File: config.mk
export PLATFORM = sky130hd
export DESIGN_NAME = mtx_ingress_arb
export DESIGN_NICKNAME = d
export VERILOG_FILES = /design/src/rtl/mtx_pkg.sv /design/src/rtl/mtx_rr_arb.sv /design/src/rtl/mtx_ingress_arb.sv
export SDC_FILE = /design/constraint.sdc
export NUM_CORES = 1
export LEC_CHECK = 0
export CELL_PAD_IN_SITES_DETAIL_PLACEMENT = 0
export CELL_PAD_IN_SITES_GLOBAL_PLACEMENT = 1
export CORE_AREA = 2 2 461 463
export DETAILED_ROUTE_END_ITERATION = 12
export DIE_AREA = 0 0 463 465
export PLACE_DENSITY_LB_ADDON = 0.12
export SYNTH_ARGS = -nofsm -noshare
export SYNTH_HDL_FRONTEND = slang
export SYNTH_SLANG_ARGS = --single-unit
export TNS_END_PERCENT = 100
File: constraint.sdc
create_clock -name clk -period 8.7 [get_ports clk]
set_input_delay 0.87 -clock clk [delete_from_list [all_inputs] [get_ports clk]]
set_output_delay 0.87 -clock clk [all_outputs]
set_load 0.01 [all_outputs]
File: src/rtl/mtx_pkg.sv
// Shared types and defaults for the mtx datapath stages.
package mtx_pkg;

    // Ingress arbiter state: free to arbitrate, or holding a grant mid-packet.
    typedef enum logic {
        MTX_ARB_IDLE   = 1'b0,
        MTX_ARB_LOCKED = 1'b1
    } mtx_arb_state_t;

    // Default geometry, shared with mtx_top.
    localparam int MTX_NUM_CH     = 32;
    localparam int MTX_DATA_WIDTH = 32;

    // Width of a channel index; a single channel still needs a 1-bit tag.
    function automatic int mtx_id_width(input int num);
        return (num > 1) ? $clog2(num) : 1;
    endfunction

endpackage

File: src/rtl/mtx_rr_arb.sv
// Combinational rotating-priority encoder: returns the first set request
// found scanning upward from rr_ptr, wrapping from NUM_REQ-1 back to 0.
module mtx_rr_arb
    import mtx_pkg::*;
#(
    parameter int  NUM_REQ   = MTX_NUM_CH,
    localparam int IDX_WIDTH = mtx_id_width(NUM_REQ)
) (
    input  logic [NUM_REQ-1:0]   req,
    input  logic [IDX_WIDTH-1:0] rr_ptr,
    output logic [IDX_WIDTH-1:0] winner,
    output logic                 any
);

    // One extra bit so ptr + offset never overflows before the wrap.
    localparam int SUM_W = IDX_WIDTH + 1;

    logic [IDX_WIDTH-1:0] ptr_s;
    logic [SUM_W-1:0]     sum_s;
    logic [IDX_WIDTH-1:0] idx_s;
    logic [IDX_WIDTH-1:0] winner_s;
    logic                 any_s;

    // An out-of-range pointer (only possible for non-power-of-2 sizes) restarts at 0.
    assign ptr_s = (SUM_W'(rr_ptr) < SUM_W'(NUM_REQ)) ? rr_ptr : {IDX_WIDTH{1'b0}};

    // Scan offsets 0..NUM_REQ-1 from the pointer; the first hit wins.
    always_comb begin
        winner_s = {IDX_WIDTH{1'b0}};
        any_s    = 1'b0;
        sum_s    = {SUM_W{1'b0}};
        idx_s    = {IDX_WIDTH{1'b0}};
        for (int k = 0; k < NUM_REQ; k++) begin
            sum_s    = SUM_W'(ptr_s) + SUM_W'(k);
            sum_s    = (sum_s >= SUM_W'(NUM_REQ)) ? (sum_s - SUM_W'(NUM_REQ)) : sum_s;
            idx_s    = sum_s[IDX_WIDTH-1:0];
            winner_s = (req[idx_s] && !any_s) ? idx_s : winner_s;
            any_s    = any_s | req[idx_s];
        end
    end

    assign winner = winner_s;
    assign any    = any_s;

endmodule

File: src/rtl/mtx_ingress_arb.sv
// Packet-locked round-robin ingress arbiter feeding mtx_top. Merges NUM_CH
// valid/ready packet streams into one registered, channel-tagged stream.
module mtx_ingress_arb
    import mtx_pkg::*;
#(
    parameter int  NUM_CH      = MTX_NUM_CH,
    parameter int  DATA_WIDTH  = MTX_DATA_WIDTH,
    localparam int CH_ID_WIDTH = mtx_id_width(NUM_CH)
) (
    input  logic                         clk,
    input  logic                         reset,
    input  logic [NUM_CH-1:0]            ch_enable,
    input  logic [NUM_CH-1:0]            in_valid,
    output logic [NUM_CH-1:0]            in_ready,
    input  logic [NUM_CH*DATA_WIDTH-1:0] in_data,
    input  logic [NUM_CH-1:0]            in_last,
    output logic                         out_valid,
    input  logic                         out_ready,
    output logic [DATA_WIDTH-1:0]        out_data,
    output logic [CH_ID_WIDTH-1:0]       out_ch,
    output logic                         out_last,
    output logic                         busy
);

    mtx_arb_state_t         state_r;
    mtx_arb_state_t         state_nxt_s;
    logic [CH_ID_WIDTH-1:0] lock_ch_r;
    logic [CH_ID_WIDTH-1:0] lock_ch_nxt_s;
    logic [CH_ID_WIDTH-1:0] rr_ptr_r;
    logic [CH_ID_WIDTH-1:0] rr_ptr_nxt_s;
    logic [CH_ID_WIDTH-1:0] win_s;
    logic [CH_ID_WIDTH-1:0] sel_s;
    logic [CH_ID_WIDTH-1:0] next_ptr_s;
    logic [NUM_CH-1:0]      cand_s;
    logic [NUM_CH-1:0]      in_ready_s;
    logic [DATA_WIDTH-1:0]  sel_data_s;
    logic                   sel_valid_s;
    logic                   sel_last_s;
    logic                   any_s;
    logic                   locked_s;
    logic                   can_load_s;
    logic                   grant_ok_s;
    logic                   accept_s;
    logic                   out_valid_nxt_s;

    logic                   out_valid_r;
    logic [DATA_WIDTH-1:0]  out_data_r;
    logic [CH_ID_WIDTH-1:0] out_ch_r;
    logic                   out_last_r;
    logic                   busy_r;

    // Only enabled channels with a beat pending compete in IDLE.
    assign cand_s = in_valid & ch_enable;

    mtx_rr_arb #(
        .NUM_REQ (NUM_CH)
    ) u_rr_arb (
        .req    (cand_s),
        .rr_ptr (rr_ptr_r),
        .winner (win_s),
        .any    (any_s)
    );

    assign locked_s   = (state_r == MTX_ARB_LOCKED);
    assign sel_s      = locked_s ? lock_ch_r : win_s;
    assign can_load_s = !out_valid_r || out_ready;
    // A held grant offers ready even through a bubble on the locked channel.
    assign grant_ok_s = !reset && can_load_s && (locked_s || any_s);
    assign accept_s   = grant_ok_s && sel_valid_s;
    assign next_ptr_s = (sel_s == CH_ID_WIDTH'(NUM_CH - 1)) ? {CH_ID_WIDTH{1'b0}}
                                                             : (sel_s + CH_ID_WIDTH'(1));
    assign out_valid_nxt_s = accept_s || (out_valid_r && !out_ready);

    // Steer the selected channel's beat and drive its one-hot ready.
    always_comb begin
        sel_data_s  = {DATA_WIDTH{1'b0}};
        sel_valid_s = 1'b0;
        sel_last_s  = 1'b0;
        in_ready_s  = {NUM_CH{1'b0}};
        for (int i = 0; i < NUM_CH; i++) begin
            if (sel_s == CH_ID_WIDTH'(i)) begin
                sel_data_s    = in_data[i*DATA_WIDTH +: DATA_WIDTH];
                sel_valid_s   = in_valid[i];
                sel_last_s    = in_last[i];
                in_ready_s[i] = grant_ok_s;
            end else begin
                in_ready_s[i] = 1'b0;
            end
        end
    end

    // Next-state logic: lock on a non-last beat, release and rotate on last.
    always_comb begin
        state_nxt_s   = state_r;
        lock_ch_nxt_s = lock_ch_r;
        rr_ptr_nxt_s  = rr_ptr_r;
        case (state_r)
            MTX_ARB_IDLE: begin
                if (accept_s && !sel_last_s) begin
                    state_nxt_s   = MTX_ARB_LOCKED;
                    lock_ch_nxt_s = sel_s;
                end else if (accept_s) begin
                    rr_ptr_nxt_s  = next_ptr_s;
                end else begin
                    state_nxt_s   = MTX_ARB_IDLE;
                end
            end
            MTX_ARB_LOCKED: begin
                if (accept_s && sel_last_s) begin
                    state_nxt_s  = MTX_ARB_IDLE;
                    rr_ptr_nxt_s = next_ptr_s;
                end else begin
                    state_nxt_s  = MTX_ARB_LOCKED;
                end
            end
            default: begin
                state_nxt_s = MTX_ARB_IDLE;
            end
        endcase
    end

    // Arbitration state registers.
    always_ff @(posedge clk) begin
        if (reset) begin
            state_r   <= MTX_ARB_IDLE;
            lock_ch_r <= {CH_ID_WIDTH{1'b0}};
            rr_ptr_r  <= {CH_ID_WIDTH{1'b0}};
        end else begin
            state_r   <= state_nxt_s;
            lock_ch_r <= lock_ch_nxt_s;
            rr_ptr_r  <= rr_ptr_nxt_s;
        end
    end

    // Output register: load on accept, drop valid once drained, else hold.
    always_ff @(posedge clk) begin
        if (reset) begin
            out_valid_r <= 1'b0;
            out_data_r  <= {DATA_WIDTH{1'b0}};
            out_ch_r    <= {CH_ID_WIDTH{1'b0}};
            out_last_r  <= 1'b0;
            busy_r      <= 1'b0;
        end else begin
            out_valid_r <= out_valid_nxt_s;
            busy_r      <= (state_nxt_s == MTX_ARB_LOCKED) || out_valid_nxt_s;
            if (accept_s) begin
                out_data_r <= sel_data_s;
                out_ch_r   <= sel_s;
                out_last_r <= sel_last_s;
            end else begin
                out_data_r <= out_data_r;
                out_ch_r   <= out_ch_r;
                out_last_r <= out_last_r;
            end
        end
    end

    assign in_ready  = in_ready_s;
    assign out_valid = out_valid_r;
    assign out_data  = out_data_r;
    assign out_ch    = out_ch_r;
    assign out_last  = out_last_r;
    assign busy      = busy_r;

endmodule

==> out/summary.txt <==
Synth cell types: 114
1st-pass router iterations: 6
sequential cell area fraction in the yosys report: 5.46%
CTS tree: done
Port Buffers: 1194
Synth Cell Area: 18700 µm²
largest net degree at the start of global routing: 120
vias in the first global route: 33.9k
DP Wirelength: 261000 µm
Root Buffer: clkbuf_16
Post-synth EDFFs: 0
final slew viol count: 0
DRT Wirelength: 291000 µm
Max Fclk: 0.119 GHz
FF-to-FF setup slack: 0.44 ns
crit path launch type: primary input
most frequent CP cell: buf_4
Setup Fix Bufs, Post-CTS: 0
routability congestion estimate: 0.908
Syn-to-layout area delta: 117%
Final period util: 96.8%
antenna violations before repair: 204
Hold Vio Cnt, Final: 0
DR iter-0 viols: 2460
num ports: 1195
initial core utilization: 8.87%
clock-pin slew on the worst setup and hold paths: 0.08 ns
Die Footprint: 215000 µm²
first-pass GRT wire length: 367000 µm
drt wl/cell: 39.6 µm
antenna-violating nets left: 0
Vias/cell: 4.47
CTS Buf Count: 5
Slew headroom: 37.4%
Slew @ Worst Pin: 0.933 ns
number of synthesis warnings: 0
clk sink count: 51
core area: 211000 µm²
ys async rst share: 0%
Die Wd: 463 µm
min-delay src: lock_ch_r[1]$_SDFFE_PP0P_
critical path class: primary input to output pin
CP Data Arrival Time: 7.55 ns
Tmin final: 8.42 ns
Seq cells post-synth: 51
min-delay worst type: flip-flop to flip-flop
cell area after layout: 40600 µm²
Setup crit start: in_valid[20]
crit-path max FO: 6
H-tree depth: 2
post-synthesis area per instance: 6.72 µm²
max-cap violation count: 0
critical path endpoint category: output pin
DRC: 0
Clk Latency, worst-skew pair: 0.35 ns
grt total ovfl: 0
largest buffer count on any clock path: 2
Reg2Reg Launch Point: rr_ptr_r[1]$_SDFFE_PP0P_
count of final setup violators: 0
Synth Instances: 2781
Placed Area: 40200 µm²
clock skew: 0.0126 ns
outcome: complete, no violations
layout cells sized above 1: 21.3%
Die Height: 465 µm
GRT Overall Usage: 25.9%
Worst EP required: 7.83 ns
row cnt: 169
routed vias: 32.8k
CP peak stage delay: 0.75 ns
unrepaired setup endpoints after global routing: no
slowest cell on the critical path: clkdlybuf4s50_1
dominant synthesized flop cell: dfxtp_1
FILL cells: 24.0k
Net count, final: 5626
syn nets: 3922
-- metrics by stage --
step                util (%)  setup slack (ns)  hold slack, ns  std cells  TNS [ns]
floorplan                  -             0.265           0.439       2781         0
global placement        19.1            -0.432           0.455       7299     -8.35
detailed placement      19.1            -0.391           0.458       7299     -6.36
CTS                     19.2            0.0158           0.470       7307         0
global route            19.2           0.00335           0.496       7317         0
finish                  19.2             0.279           0.474       7342         0
-- logic make-up (layout without fill, tap and decap cells) --
group	count (synthesis)	after routing	share of synthesized area [%]
AOI/OAI and AO/OA	1161	1161	45.3
and+or+nand+nor	1109	1109	30.2
buffers and inverters	292	1997	7.32
muxes	111	111	8.57
DFF	51	51	5.46
xor gates and xnor gates	39	39	1.95
adders and majority gates	18	18	1.20
other	0	35	0
-- sequential cells by signal (all words and copies together), names as in the netlist --
signal	count
busy	1
lock_ch_r	5
locked_s	1
out_ch	5
out_data	32
out_last	1
out_valid	1
rr_ptr_r	5
-- critical path, delay by kind of cell --
kind | cells | cell delay (ns)
buffers and inverters | 8 | 2.31
muxes | 3 | 1.41
and+or+nand+nor | 8 | 1.33
AOI/OAI and AO/OA | 7 | 1.28
adders and majority gates | 1 | 0.33
-- repair_timing --
action / CTS / global route
setup endpoints to repair: 4 / 58
hold buffers: 0 / 0
resized for setup: 3 / 19
-- per-layer routing --
layer	global-route usage [%]	routed length, µm	share of wire [%]
met5	0	839	0.29
met4	3.39	4350	1.5
met3	7.81	21100	7.3
met2	47.0	147000	50
met1	30.4	118000	41
-- cell usage in the layout, fill, tap and decap left out, types with 16 or more instances in the layout --
master              n
clkdlybuf4s50_1  1176
buf_4             675
nand2_1           313
nor2_1            245
o21ai_0           155
o22ai_1           152
a21oi_1           120
nor3_1            116
a22oi_1           110
buf_12            103
nand4_1            87
nand3_1            85
a211oi_1           83
o211ai_1           62
mux2i_1            57
dfxtp_1            50
o221ai_1           41
a221o_1            41
or3_1              40
mux4_2             36
a31oi_1            36
o32a_1             36
diode_2            35
and4_1             35
a221oi_1           35
xnor2_1            30
a211o_1            29
o2111ai_1          22
and2_1             21
o211a_1            20
inv_1              19
o311a_1            19
nand4b_1           18
and3_1             16
-- layout make-up --
| class | count | area [µm²] | area share, % |
|---|---|---|---|
| flip-flops and latches | 51 | 1020 | 2.52 |
| diodes | 35 | 87.6 | 0.216 |
| clock inverters | 3 | 47.5 | 0.117 |
| repair buffers | 1963 | 19000 | 46.8 |
| well taps | 2821 | 3530 | 8.70 |
| clock buffers | 5 | 125 | 0.308 |
| multi-input cells | 2438 | 16700 | 41.0 |
| inverters | 26 | 105 | 0.259 |
-- Yosys cell counts, types with 36 or more instances --
master | count | area (µm²)
o32a_1 | 36 | 360
nor2_1 | 256 | 961
a221o_1 | 41 | 410
nand3_1 | 87 | 435
a22oi_1 | 110 | 826
a21oi_1 | 122 | 611
nand2_1 | 315 | 1180
o211ai_1 | 62 | 465
or3_1 | 40 | 250
o221ai_1 | 41 | 359
mux4_2 | 36 | 811
buf_2 | 56 | 280
nor3_1 | 123 | 616
a31oi_1 | 43 | 269
mux2i_1 | 58 | 581
a221oi_1 | 36 | 315
o22ai_1 | 152 | 951
dfxtp_1 | 51 | 1020
clkbuf_1 | 160 | 601
a211oi_1 | 85 | 638
o21ai_0 | 162 | 811
nand4_1 | 87 | 544
-- worst paths after layout --
path	endpoint	depth (start not counted)
min	lock_ch_r[1]$_SDFFE_PP0P_	2
min reg2reg	lock_ch_r[1]$_SDFFE_PP0P_	2
max	in_ready[20]	27
max reg2reg	lock_ch_r[3]$_SDFFE_PP0P_	33
Power is left out: the tool's default activity adds up to more than one toggle a clock period on the data nets, which glitch-free logic cannot reach.
